<file path="src/rtl/mips_pkg.sv">
// Shared fetch-stage definitions: FSM encodings, next-PC selects and reset/bubble constants.
package mips_pkg;

  typedef enum logic [1:0] {
    S_IDLE = 2'd0,
    S_REQ  = 2'd1,
    S_KILL = 2'd2,
    S_HAVE = 2'd3
  } fetch_state_e;

  typedef enum logic [1:0] {
    PC_HOLD   = 2'd0,
    PC_INC    = 2'd1,
    PC_BRANCH = 2'd2,
    PC_PEND   = 2'd3
  } pc_sel_e;

  localparam logic [31:0] NOP_INST = 32'h0000_0000;
  localparam logic [31:0] RESET_PC = 32'h0000_0000;

endpackage

</file>
<file path="src/rtl/if_pc_unit.sv">
// Fetch PC register with its next-PC mux (hold / +4 / redirect / pending redirect).
import mips_pkg::*;

module if_pc_unit #(
  parameter logic [31:0] RESET_PC = mips_pkg::RESET_PC
) (
  input  logic        clk,
  input  logic        rst,
  input  pc_sel_e     pc_sel_i,
  input  logic [31:0] branch_addr_i,
  input  logic [31:0] pend_target_i,
  output logic [31:0] fetch_pc_o
);

  logic [31:0] fetch_pc_q;
  logic [31:0] fetch_pc_d;

  always_comb begin
    fetch_pc_d = fetch_pc_q;
    case (pc_sel_i)
      PC_HOLD:   fetch_pc_d = fetch_pc_q;
      PC_INC:    fetch_pc_d = fetch_pc_q + 32'd4;  // wraps modulo 2^32
      PC_BRANCH: fetch_pc_d = branch_addr_i;
      PC_PEND:   fetch_pc_d = pend_target_i;
      default:   fetch_pc_d = fetch_pc_q;
    endcase
  end

  always_ff @(posedge clk) begin
    if (rst) fetch_pc_q <= RESET_PC;
    else     fetch_pc_q <= fetch_pc_d;
  end

  assign fetch_pc_o = fetch_pc_q;

endmodule

</file>
<file path="src/rtl/if_fetch_stage.sv">
// Instruction-fetch stage: owns the fetch PC, runs the Imem req/ack handshake and presents
// {PC+4, Instruction} to IF/ID, with a NOP bubble whenever no fetched word is held.
import mips_pkg::*;

module if_fetch_stage #(
  parameter logic [31:0] RESET_PC = mips_pkg::RESET_PC,
  parameter logic [31:0] NOP_INST = mips_pkg::NOP_INST
) (
  input  logic         clk,
  input  logic         rst,
  input  logic         Freeze,
  input  logic         Branch_taken,
  input  logic [31:0]  Branch_Address,
  output logic         Imem_Req,
  output logic [31:0]  Imem_Addr,
  input  logic         Imem_Ack,
  input  logic [31:0]  Imem_Rdata,
  output logic [31:0]  PC,
  output logic [31:0]  Instruction,
  output logic         Valid,
  output logic         Fetch_Stall,
  output fetch_state_e Fsm_State
);

  // Handshake: Imem_Req stays high with Imem_Addr frozen until the cycle Imem_Ack is seen;
  // that cycle completes the transfer and Imem_Rdata is only meaningful alongside it.
  fetch_state_e state_q, state_d;
  logic [31:0]  inst_buf_q, inst_buf_d;
  logic [31:0]  pend_target_q, pend_target_d;
  pc_sel_e      pc_sel;
  logic [31:0]  fetch_pc;

  if_pc_unit #(.RESET_PC(RESET_PC)) u_pc (
    .clk           (clk),
    .rst           (rst),
    .pc_sel_i      (pc_sel),
    .branch_addr_i (Branch_Address),
    .pend_target_i (pend_target_q),
    .fetch_pc_o    (fetch_pc)
  );

  always_comb begin
    state_d       = state_q;
    inst_buf_d    = inst_buf_q;
    pend_target_d = pend_target_q;
    pc_sel        = PC_HOLD;
    case (state_q)
      S_IDLE: state_d = S_REQ;
      S_REQ: begin
        if (Branch_taken) begin
          if (Imem_Ack) begin
            pc_sel = PC_BRANCH;
          end else begin
            pend_target_d = Branch_Address;
            state_d       = S_KILL;
          end
        end else if (Imem_Ack) begin
          inst_buf_d = Imem_Rdata;
          state_d    = S_HAVE;
        end
      end
      S_KILL: begin
        // The stale request must finish before the redirected one can be issued.
        if (Branch_taken) pend_target_d = Branch_Address;
        if (Imem_Ack) begin
          pc_sel  = Branch_taken ? PC_BRANCH : PC_PEND;
          state_d = S_REQ;
        end
      end
      S_HAVE: begin
        if (Branch_taken) begin
          pc_sel  = PC_BRANCH;
          state_d = S_REQ;
        end else if (!Freeze) begin
          pc_sel  = PC_INC;
          state_d = S_REQ;
        end
      end
      default: state_d = S_IDLE;
    endcase
  end

  always_ff @(posedge clk) begin
    if (rst) begin
      state_q       <= S_IDLE;
      inst_buf_q    <= 32'h0;
      pend_target_q <= 32'h0;
    end else begin
      state_q       <= state_d;
      inst_buf_q    <= inst_buf_d;
      pend_target_q <= pend_target_d;
    end
  end

  assign Imem_Req    = (state_q == S_REQ) || (state_q == S_KILL);
  assign Imem_Addr   = fetch_pc;
  assign Valid       = (state_q == S_HAVE);
  assign Fetch_Stall = ~Valid;
  assign Instruction = Valid ? inst_buf_q : NOP_INST;
  assign PC          = fetch_pc + 32'd4;
  assign Fsm_State   = state_q;

endmodule

</file>
<file path="config.mk">
export PLATFORM = sky130hd
export DESIGN_NAME = if_fetch_stage
export DESIGN_NICKNAME = d
export VERILOG_FILES = /design/src/rtl/mips_pkg.sv /design/src/rtl/if_pc_unit.sv /design/src/rtl/if_fetch_stage.sv
export SDC_FILE = /design/constraint.sdc
export NUM_CORES = 1
export LEC_CHECK = 0
export ABC_AREA = 1
export BUFFER_PORTS_ARGS = -buffer_cell sky130_fd_sc_hd__buf_2
export CORE_ASPECT_RATIO = 1.5
export CORE_MARGIN = 2
export CORE_UTILIZATION = 55
export CTS_BUF_LIST = sky130_fd_sc_hd__clkbuf_16
export DETAILED_ROUTE_END_ITERATION = 16
export PLACE_DENSITY = 0.86
export SLEW_MARGIN = 40
export SYNTH_ARGS = -nofsm -noshare
export SYNTH_HDL_FRONTEND = slang
export SYNTH_SLANG_ARGS = --single-unit
</file>
<file path="constraint.sdc">
create_clock -name clk -period 2.74 [get_ports clk]
set_input_delay 0.137 -clock clk [delete_from_list [all_inputs] [get_ports clk]]
set_output_delay 0.137 -clock clk [all_outputs]
set_load 0.02 [all_outputs]
</file>
### Word-level counts from Yosys, hierarchy flattened

Cells that the tools add are included.

| storage, ports and cells | value |
|---|---|
| word-level logic and storage cells | 47 |
| input port bits | 69 |
| register bits after elaboration | 98 |

| cells by class | value |
|---|---|
| eq/ne operators | 13 |
| bitwise operators | 2 |
| add/sub/neg operators | 1 |
| multiplexer cells | 20 |
| reduce and logical (&&, ||, !) cells | 7 |

Operator list:

| kind | number |
|---|---|
| two-way mux 32 bit | 4 |
| case mux 32 bit (3 select lines) | 1 |
| case mux 32 bit (2 select lines) | 1 |
| adder 32 x 3 -> 32 bit (second input constant) | 1 |
| two-way mux 2 bit | 10 |
| != test 3 bit (second input constant) | 3 |
| equality test 2 bit (second input constant) | 4 |
| != test 2 bit (second input constant) | 4 |
| case mux 2 bit (4 select lines) | 1 |
| AND reduction 4 bit | 2 |
| case mux 2 bit (3 select lines) | 1 |
| equality test 2 x 1 -> 1 bit (second input constant) | 2 |
| zero test 2 bit | 2 |
| AND reduction 3 bit | 1 |
| two-way mux 1 bit | 2 |
| inverter 1 bit | 2 |
| nonzero test 2 bit | 1 |
| logical OR 1 bit | 1 |

### Depth between registers and ports, before layout

Gate-level depths: netlist of the first run.

| logic depth | value |
|---|---|
| depth in word-level cells | 5 |
| mapped depth | 12 |
| gate-level depth less buffers | 11 |

### Cells and area by module

A second synthesis of the first run with hierarchy kept.

| unflattened totals | value |
|---|---|
| cell total of the unflattened synthesis | 978 |
| area, all modules | 6044.5 um^2 |

By module, submodules not included:

| module | area an instance (um^2) | seq. area each (um^2) | times used | cells an instance |
|---|---|---|---|---|
| if_fetch_stage | 3564.7 | 1321.3 | 1 | 556 |
| if_pc_unit | 2479.9 | 640.6 | 1 | 422 |

### Worst setup path before layout of the first run

Ideal clock, no wire load.

| path | value |
|---|---|
| kind | register to register |
| start point | register state_q[1] (netlist: Fsm_State[1]) |
| end point | register u_pc.fetch_pc_q[12] (netlist: u_pc.fetch_pc_o[12]) |
| period minus slack after synthesis | 1920 ps |
| path slack | 820 ps |
| cell stages (with the launch flop) | 12 |
| path buffers | 3 |
| data required time | 2630 ps |
| data arrival time | 1810 ps |
| path through | dfxtp_1 ha_1 buf_2 nand2_1 nand3_1 nand2_1 buf_6 buf_6 o21ai_0 nand3_1 nand3_1 inv_1 |

| on the way | value |
|---|---|
| word-level cells in the longest chain between the ends | 4 |

Ends and longest elaborated chain:

| what | line | text |
|---|---|---|
| from (decl) | if_fetch_stage.sv:27 | `fetch_state_e state_q, state_d;` |
| from (signal assigned) | if_fetch_stage.sv:89 | `state_q <= state_d;` |
| equality test 2 bit * | - |  |
| net Valid | if_fetch_stage.sv:20 | `output logic Valid,` |
| case mux 2 bit (3 select lines) * | if_fetch_stage.sv:47 | `case (state_q)` |
| equality test 2 bit / equality test 2 x 1 -> 1 bit (equally long branches) | if_pc_unit.sv:20 | `case (pc_sel_i)` |
| case mux 32 bit (3 select lines) | if_pc_unit.sv:20 |  |
| to (signal assigned) | if_pc_unit.sv:31 | `else fetch_pc_q <= fetch_pc_d;` |
| to (decl) | if_pc_unit.sv:15 | `logic [31:0] fetch_pc_q;` |

The timed path passes the listed nets; every way through them passes the cells marked *.
A chain may end at the register's enable or synchronous reset.

### Final worst setup path of the first run

| path | value |
|---|---|
| start point | register u_pc.fetch_pc_q[2] (netlist: u_pc.fetch_pc_o[2]) |
| end point | output port PC[24] |

| on the way | value |
|---|---|
| word-level cells in the longest chain between the ends | 1 |

Ends and longest elaborated chain:

| what | line | text |
|---|---|---|
| adder 32 x 3 -> 32 bit | if_fetch_stage.sv:100 | `assign PC = fetch_pc + 32'd4;` |
| to (decl) | if_fetch_stage.sv:18 | `output logic [31:0] PC,` |

Every way passes these cells.

==> results of run 1 <==
==> how the worst max path moves through the flow <==
stage                             from  cells after the start  slack, ps             endpoint
CTS                 u_pc.fetch_pc_o[2]                      8        470               PC[24]
floorplan                 Fsm_State[1]                     11        820  u_pc.fetch_pc_o[12]
detailed placement        Fsm_State[1]                     11        720  u_pc.fetch_pc_o[11]
finish              u_pc.fetch_pc_o[2]                      8        440               PC[24]
global route        u_pc.fetch_pc_o[2]                      8        340               PC[24]
global placement          Fsm_State[0]                     11        780  u_pc.fetch_pc_o[11]
==> layer usage <==
layer	up-vias	part of all wire (%)	wire length, um
met5	-	0	0
met4	0	3.1	458
met3	41	7.1	1042
met2	250	49	7218
met1	2517	40	5880
li1	2856	-	-
==> worst max-delay path, cell delays in order, from the launching register on <==
cell and delay (ps):
dfxtp_1 490, ha_1 240, inv_1 80, nor2_4 210
nand2_1 150, nor2_2 220, nand3_1 120, and2_1 170
buf_2 150
==> cells by family (layout without fill, tap and decap cells) <==
kind of cell | count (synthesis) | count (layout) | share of synthesized area (%)
xor gates and xnor gates | 7 | 7 | 1.305
AOI/OAI and AO/OA | 165 | 165 | 16.23
DFF | 98 | 98 | 37.20
adders and majority gates | 5 | 5 | 1.186
and+or+nand+nor | 424 | 424 | 34.59
buffers and inverters | 115 | 265 | 9.490
==> power breakdown <==
| group | switching, mW | internal [mW] | total [mW] |
|---|---|---|---|
| registers | 0.129 | 1.57 | 1.70 |
| clock network | 0.551 | 0.798 | 1.35 |
| logic | 0.526 | 0.278 | 0.805 |
==> layout by cell type (no fill, tap or decap) <==
cell type / count
xnor2_1: 3
dfxtp_1: 98
nand2_1: 191
clkinv_2: 1
o21ai_1: 2
inv_1: 67
a22oi_1: 1
o21ai_0: 124
nand3_2: 2
xor2_1: 3
xor2_2: 1
nand3_1: 23
inv_2: 4
clkinvlp_4: 1
clkbuf_16: 9
clkinv_4: 2
a31oi_1: 11
nand2_2: 4
buf_4: 7
and2_1: 20
nor2_1: 157
nor2_4: 8
bufinv_16: 2
nand3b_1: 7
ha_1: 5
clkinv_1: 1
buf_2: 169
buf_12: 2
and2_0: 4
a21oi_2: 1
o21bai_1: 4
a21oi_1: 22
and3_1: 1
nand2_4: 2
nor2_2: 4
nor3_4: 1
==> cell type report <==
cell class	count	share of cell area (%)
timing repair buffer	178	14.57
clock buffer	9	3.496
clock inverter	7	1.457
sequential	98	30.45
inverter	71	4.137
tap	112	2.175
multi-input combinational	601	43.72
==> per-stage QoR <==
step	instance area [um2]	std cells	power, mW	setup slack (ps)	utilization, %
2_1_floorplan	5274	814	2.244	819.8	-
3_3_place_gp	6123	1060	2.509	784.5	65.79
3_5_place_dp	6123	1060	2.526	720.9	65.79
4_1_cts	6442	1076	3.869	467.9	69.22
5_1_grt	6442	1076	4.039	338.3	69.22
6_report	6442	1076	3.856	435.1	69.22
==> flip-flops by register name, summed over array words and instances, names as in the netlist <==
register / cells
Fsm_State: 2
inst_buf_q: 32
u_pc.fetch_pc_o: 32
pend_target_q: 32
==> metrics.csv, run 1 <==
metric;value;unit
arrival;2170;ps
syn_area;0.005274;mm2
ys_top_cells_by_area;dfxtp_1 (37%), nand2_1 (14%), o21ai_0 (12%);
ant_nets;0;
wl;14.60;mm
r2r_start;Fsm_State[1];
areaGrowthSynthToFinish;22.16;%
power_density;598.6;mW/mm2
ys_ff_latch;98;
synth_top_area_share;37.20;%
clock-sinks;98;
avgRoutedWirePerCell;13.57;um
clk_latency;350;ps
yosysWarnings;0;
grt_setup_unrepaired;false;
use_met1;32.94;%
synth_cells;814;
holdPathEnd;inst_buf_q[22];
crit_path_max_fanout;7;
drv_cap;0;
coreArea;0.009308;mm2
min_path_type;primary input to register;
rr_worst_depth;9;
yosysTopAreaCell;dfxtp_1;
synth.most_common_cell;nand2_1;
drive_above_1_share;22.82;%
numCtsBuffers;9;
timing.fmax;433.9;MHz
layout.area.seq;0.001962;mm2
finalSetupViolCount;0;
vias_per_cell;5.264;
start_util;56.66;%
cp-end-kind;primary output;
cts_root_buf;clkbuf_16;
ys_seq_area_share;37.20;%
ys_top_cells_by_count;nand2_1 (192), nor2_1 (158), o21ai_0 (124);
multiInputGateArea;0.002816;mm2
antenna_found_initial;0;
ys_dominant_reg_cell;dfxtp_1;
rows;43;
synth.net_count;888;
yosysUniqueCellTypes;32;
postCtsHoldBufs;0;
dr.pass1.iters;5;
grt_pass1_wl;23.63;mm
period_needed;2305;ps
slew_violations;0;
die_h;123.9;um
peakVddDrop;0.4635;mV
die_x;83.96;um
cts_resized;0;
post-route-period-util;84.12;%
crit_type;register to primary output;
hold_start;Imem_Rdata[22];
cts_setup_buffers;0;
gp_congestion;0.8966;
status;completed;
worst_pin_slew;653.5;ps
dieArea;0.01040;mm2
grt_max_degree;50;
dp_hpwl;10.32;mm
worstReg2RegEnd;u_pc.fetch_pc_o[30];
drt_iter0_drc;450;
worstPathRequired;2600;ps
worstSetupStartpointType;register;
grt.met3_usage;5.898;%
io_buffers;169;
cts_tree;done;
synth-edff-count;0;
r2r_setup_slack;680;ps
io-pin-count;170;
hold_slack;9.031;ps
drc;0;
final-hold-violation-count;0;
diodes;0;
vias;5664;
p_leak;3.340;nW
grt_usage;27.87;%
grt_use_met2;48.45;%
fill_cells;856;
h-tree-depth;3;
relSlewSlack;56.37;%
grt_busiest_layer;met2;
synthArstFlopShare;0;%
hold_depth;3;
final.setup_skew;6.591;ps
grt_pass1_vias;5167;
nets;1033;
clk_path_buf_depth;2;
clk_pin_slew;70;ps
finalSetupTns;0;ps
gr-total-overflow;0;
syn_area_per_cell;6.479;um2
Power figures use the tool's default switching activity.
==> inputs of run 2 (changes only) <==
Settings changed: CORE_UTILIZATION 55 to 46, PLACE_DENSITY 0.86 to 0.76.
Clock period 2.74 ns to 2 ns, I/O delays scaled along.
==> run 2 against run 1 <==
Final cell count is 7.6% higher. Sequential share of layout area is 2.2 points lower. Largest cell class unchanged. Design area is 8.8% higher. Total power is 41% higher. Largest power group unchanged.
==> metrics.csv, run 2 (same netlist as run 1, synthesis figures left out) <==
metric;value;unit;change
wl;15.51;mm;+6.2%
final.setup_skew;5.758;ps;-0.8326 ps
crit_path_max_fanout;6;;-1
avgRoutedWirePerCell;13.39;um;-1.3%
internal_power;3.821;mW;+44%
dp_hpwl;10.69;mm;+3.6%
seqPwrFrac;42.8;%;-1.4 points
drive_above_1_share;25.12;%;+2.3 points
final_cell_area;0.007009;mm2;+8.8%
worst_pin_slew;391.9;ps;-261.5 ps
vias;5767;;+1.8%
diodes;0;;unchanged
drt_iter0_drc;368;;-18%
fill_cells;1038;;+21%
drv_cap;0;;unchanged
sw_frac_of_total;29.96;%;-1.3 points
grt_pass1_vias;5317;;+2.9%
layout_commonest_cell;nand2_1;;
period_needed;1938;ps;
grt_setup_unrepaired;true;;
p_leak;3.561;nW;+6.6%
crit_type;register to primary output;;
post-route-period-util;96.92;%;
post_dp_cell_area;0.006235;mm2;+1.8%
coreArea;0.01111;mm2;+19%
slew_violations;0;;unchanged
io-pin-count;170;;unchanged
r2r_start;Fsm_State[1];;
cts_tree;done;;
worstSetupStartpointType;register;;
finalSetupViolCount;0;;unchanged
antenna_found_initial;0;;unchanged
die_h;135.1;um;+9.0%
nets;1080;;+4.5%
p_comb_share;21.8;%;+0.9 points
start_util;47.45;%;-9.2 points
clock-sinks;98;;unchanged
dieArea;0.01236;mm2;+19%
dr.pass1.iters;5;;unchanged
power_density;778.4;mW/mm2;+30%
p_clk_share;35.4;%;+0.4 points
cts_root_buf;clkbuf_16;;
h-tree-depth;3;;unchanged
final_cells;1158;;+7.6%
multiInputGateArea;0.002859;mm2;+1.5%
ant_nets;0;;unchanged
min_path_type;primary input to register;;
p_sw;1.635;mW;+36%
relSlewSlack;73.83;%;+17 points
vias_per_cell;4.980;;-5.4%
hold_start;Branch_Address[30];;
gr-total-overflow;0;;unchanged
cp-end-kind;primary output;;
die_x;91.43;um;+8.9%
clk_latency;340;ps;about the same
crit_start;u_pc.fetch_pc_o[15];;
drc;0;;unchanged
io_buffers;169;;unchanged
grt_pass1_wl;24.80;mm;+4.9%
finalSetupTns;0;ps;unchanged
layout.area.seq;0.001979;mm2;+0.89%
clk_path_buf_depth;2;;unchanged
grt_usage;24.59;%;-3.3 points
dp_cells;1104;;+4.2%
power;5.456;mW;+41%
areaGrowthSynthToFinish;32.91;%;
fin_util;63.06;%;-6.2 points
finalWorstSetupSlack;61.51;ps;-373.5 ps
final-hold-violation-count;0;;unchanged
numCtsBuffers;9;;unchanged
rows;47;;+9.3%
clk_pin_slew;60;ps;about the same
worstPathRequired;1900;ps;-700 ps
status;completed;;
timing.fmax;515.9;MHz;
grt_max_degree;52;;+4.0%
gp_congestion;0.9023;;+0.64%
peakVddDrop;0.4440;mV;-4.2%
pre_cts_slack;171.4;ps;-549.5 ps
hold_slack;9.183;ps;+0.1523 ps
arrival;1840;ps;-330 ps
mostFrequentLayoutCells;nand2_1 (187), buf_2 (167), nor2_1 (154);;
run 2: critical path, cell delays in order, from the launching register on:
cell and delay, ps:
dfxtp_1 410, nand2_1 110, nor2_1 240, nand2_1 160, nor2_4 170, nand3_1 100, and2_1 170, buf_2 150
run 2: routing by layer:
| metal | up-vias | share of wire [%] | global-route usage (%) |
|---|---|---|---|
| met1 | 2595 | 41 | 29.06 |
| met4 | 0 | 2.3 | 8.923 |
| met5 | - | 0 | 0 |
| met2 | 194 | 51 | 44.12 |
| li1 | 2953 | - | - |
| met3 | 25 | 5.6 | 4.563 |
run 2: final cells by class:
type	instances	area share, %
repair buffers	225	19.74
flip-flops and latches	98	28.24
clock inverters	7	1.553
well taps	147	2.624
inverters	71	3.838
multi-input cells	601	40.79
clock buffers	9	3.213
run 2: power groups by stage:
| stage | Sequential [mW] | Combinational, mW | Clock, mW |
|---|---|---|---|
| 5_1_grt | 2.36 | 1.32 | 2.03 |
| 2_1_floorplan | 2.42 | 0.655 | 0 |
| 6_report | 2.34 | 1.19 | 1.93 |
| 4_1_cts | 2.32 | 1.18 | 1.96 |
| 3_3_place_gp | 2.36 | 1.10 | 0 |
| 3_5_place_dp | 2.36 | 1.12 | 0 |
run 2: path summary, 6_finish.rpt:
kind                   endpoint  slack (ps)  cells after the start
max                      PC[24]          60                      7
min           pend_target_q[30]           9                      3
max reg2reg  u_pc.fetch_pc_o[6]         220                      9
min reg2reg  u_pc.fetch_pc_o[1]         470                      2
run 2: timing repair:
action                                 4_1_cts  5_1_grt
setup endpoints to repair                    6       29
endpoints found under the hold margin       37        0
resized for setup                            2       27
pin swaps                                    2        5
setup buffers                                0        3
hold buffers                                35        0
==> inputs of run 3 (changes only) <==
Settings changed: CORE_UTILIZATION 46 to 51, PLACE_DENSITY 0.76 to 0.8.
Clock period 2 ns to 2.1 ns, I/O delays scaled along.
==> run 3 against run 2 <==
Sequential share of layout area grew 0.18 points. Critical path depth is the same. Non-clock buffer count shrank 5. Largest cell class unchanged. First-iteration DRC count grew 37%. Sequential power shrank 6%. Via count grew 0.43%. Design area shrank 1.5%.
==> metrics.csv, run 3 (same netlist as run 1, synthesis figures left out) <==
metric;value;unit;change
status;completed;;
gp_congestion;0.9151;;+1.4%
clock-sinks;98;;unchanged
crit_path_frequent_cell;nand2_1;;
drive_above_1_share;22.86;%;-2.3 points
io-pin-count;170;;unchanged
grt_usage;27.04;%;+2.5 points
drv_cap;0;;unchanged
drt_iter0_drc;504;;+37%
pre_cts_slack;223.4;ps;+52.04 ps
worstPathRequired;2000;ps;+100 ps
relSlewSlack;65.13;%;-8.7 points
final_cell_area;0.006907;mm2;-1.5%
grt_use_met2;44.19;%;+0.067 points
post-route-period-util;94.40;%;
cts_tree;done;;
finalWorstSetupSlack;117.6;ps;+56.09 ps
clk_path_buf_depth;2;;unchanged
drc;0;;unchanged
hold_slack;4.375;ps;-4.808 ps
layout_commonest_cell;nand2_1;;
power;5.202;mW;-4.7%
grt_max_degree;61;;+17%
crit_slowest_cell;dfxtp_1;;
wl;15.12;mm;-2.5%
grt_pass1_wl;24.34;mm;-1.9%
crit_type;register to primary output;;
cts_root_buf;clkbuf_16;;
ant_nets;0;;unchanged
dp_cells;1070;;-3.1%
p_leak;3.540;nW;-0.60%
min_path_type;primary input to register;;
vias_per_cell;5.153;;+3.5%
post_dp_cell_area;0.006180;mm2;-0.88%
areaGrowthSynthToFinish;30.96;%;
mostFrequentLayoutCells;nand2_1 (189), buf_2 (169), nor2_1 (157);;
cp-end-kind;primary output;;
peakVddDrop;0.4012;mV;-9.6%
vias;5792;;+0.43%
dieArea;0.01119;mm2;-9.5%
use_met1;34.15;%;+5.1 points
coreArea;0.01008;mm2;-9.3%
max_stage_delay;450;ps;+40 ps
crit_path_max_fanout;5;;-1
clk_latency;340;ps;about the same
timing.fmax;504.4;MHz;
period_needed;1982;ps;
final_cells;1124;;-2.9%
dr.pass1.iters;5;;unchanged
slew_violations;0;;unchanged
worstSetupStartpointType;register;;
worst_pin_slew;523.1;ps;+131.2 ps
grt_setup_unrepaired;true;;
gr-total-overflow;0;;unchanged
worstPathCellList;nand2_1, nor2_1, nand2_1, nor2_4, nand2_1, and2_1, buf_2;;
clk_pin_slew;60;ps;about the same
arrival;1880;ps;+40 ps
power_density;753.1;mW/mm2;-3.2%
numCtsBuffers;9;;unchanged
h-tree-depth;3;;unchanged
grt.met3_usage;5.452;%;+0.89 points
die_x;87.03;um;-4.8%
start_util;52.33;%;+4.9 points
rows;45;;-4.3%
dp_hpwl;9.924;mm;-7.2%
grt_busiest_layer;met2;;
io_buffers;169;;unchanged
finalSetupViolCount;0;;unchanged
grt_pass1_vias;5194;;-2.3%
die_h;128.5;um;-4.9%
fill_cells;898;;-13%
final.setup_skew;5.921;ps;+0.1629 ps
nets;1075;;-0.46%
final-hold-violation-count;0;;unchanged
avgRoutedWirePerCell;13.45;um;+0.48%
antenna_found_initial;0;;unchanged
## run 3: metal layers
metal / vias to the layer above / share of wire, %
met2: 238 / 51
met4: 0 / 2.8
li1: 2946 / -
met5: - / 0
met3: 29 / 6.8
met1: 2579 / 39
## run 3: worst paths after layout
| path | start | to | slack (ps) | cells after the start |
|---|---|---|---|---|
| min | Imem_Rdata[2] | inst_buf_q[2] | 4 | 3 |
| min reg2reg | pend_target_q[3] | u_pc.fetch_pc_o[3] | 470 | 2 |
| max | u_pc.fetch_pc_o[14] | PC[18] | 120 | 7 |
| max reg2reg | Fsm_State[0] | u_pc.fetch_pc_o[3] | 200 | 9 |
## run 3: stage by stage
step           util [%]  setup TNS (ps)
5_1_grt           68.50          -11.07
3_3_place_gp      61.32               0
2_1_floorplan         -               0
3_5_place_dp      61.32               0
6_report          68.53               0
4_1_cts           68.17               0
## run 3: final cells by class
| type | instances | area, um2 | area share (%) |
|---|---|---|---|
| Antenna cell | 1 | 2.502 | 0.03623 |
| Clock buffer | 9 | 225.2 | 3.261 |
| Clock inverter | 7 | 107.6 | 1.558 |
| Inverter | 71 | 267.8 | 3.877 |
| Multi-Input combinational cell | 601 | 2834 | 41.03 |
| Sequential cell | 98 | 1963 | 28.42 |
| Tap cell | 117 | 146.4 | 2.120 |
| Timing Repair Buffer | 220 | 1360 | 19.69 |
## run 3: where the power goes
part / internal (mW) / switching (mW) / total (mW) / leakage [nW]
Combinational: 0.422 / 0.700 / 1.12 / 2.58
Clock: 1.15 / 0.713 / 1.87 / 0.164
Sequential: 2.05 / 0.160 / 2.21 / 0.801
## run 3: repair_timing
action	CTS	global route
pin swaps	0	1
setup endpoints to repair	2	28
hold endpoints to repair	35	1
hold buffers	35	1
setup buffers	0	1
gates cloned	0	0
gates resized for setup	2	6
## run 3: worst max-delay path, delay by kind of cell, from the launching register on
family	cells	cell delay [ps]
buf+inv	1	150
flops	1	450
simple gates	6	930
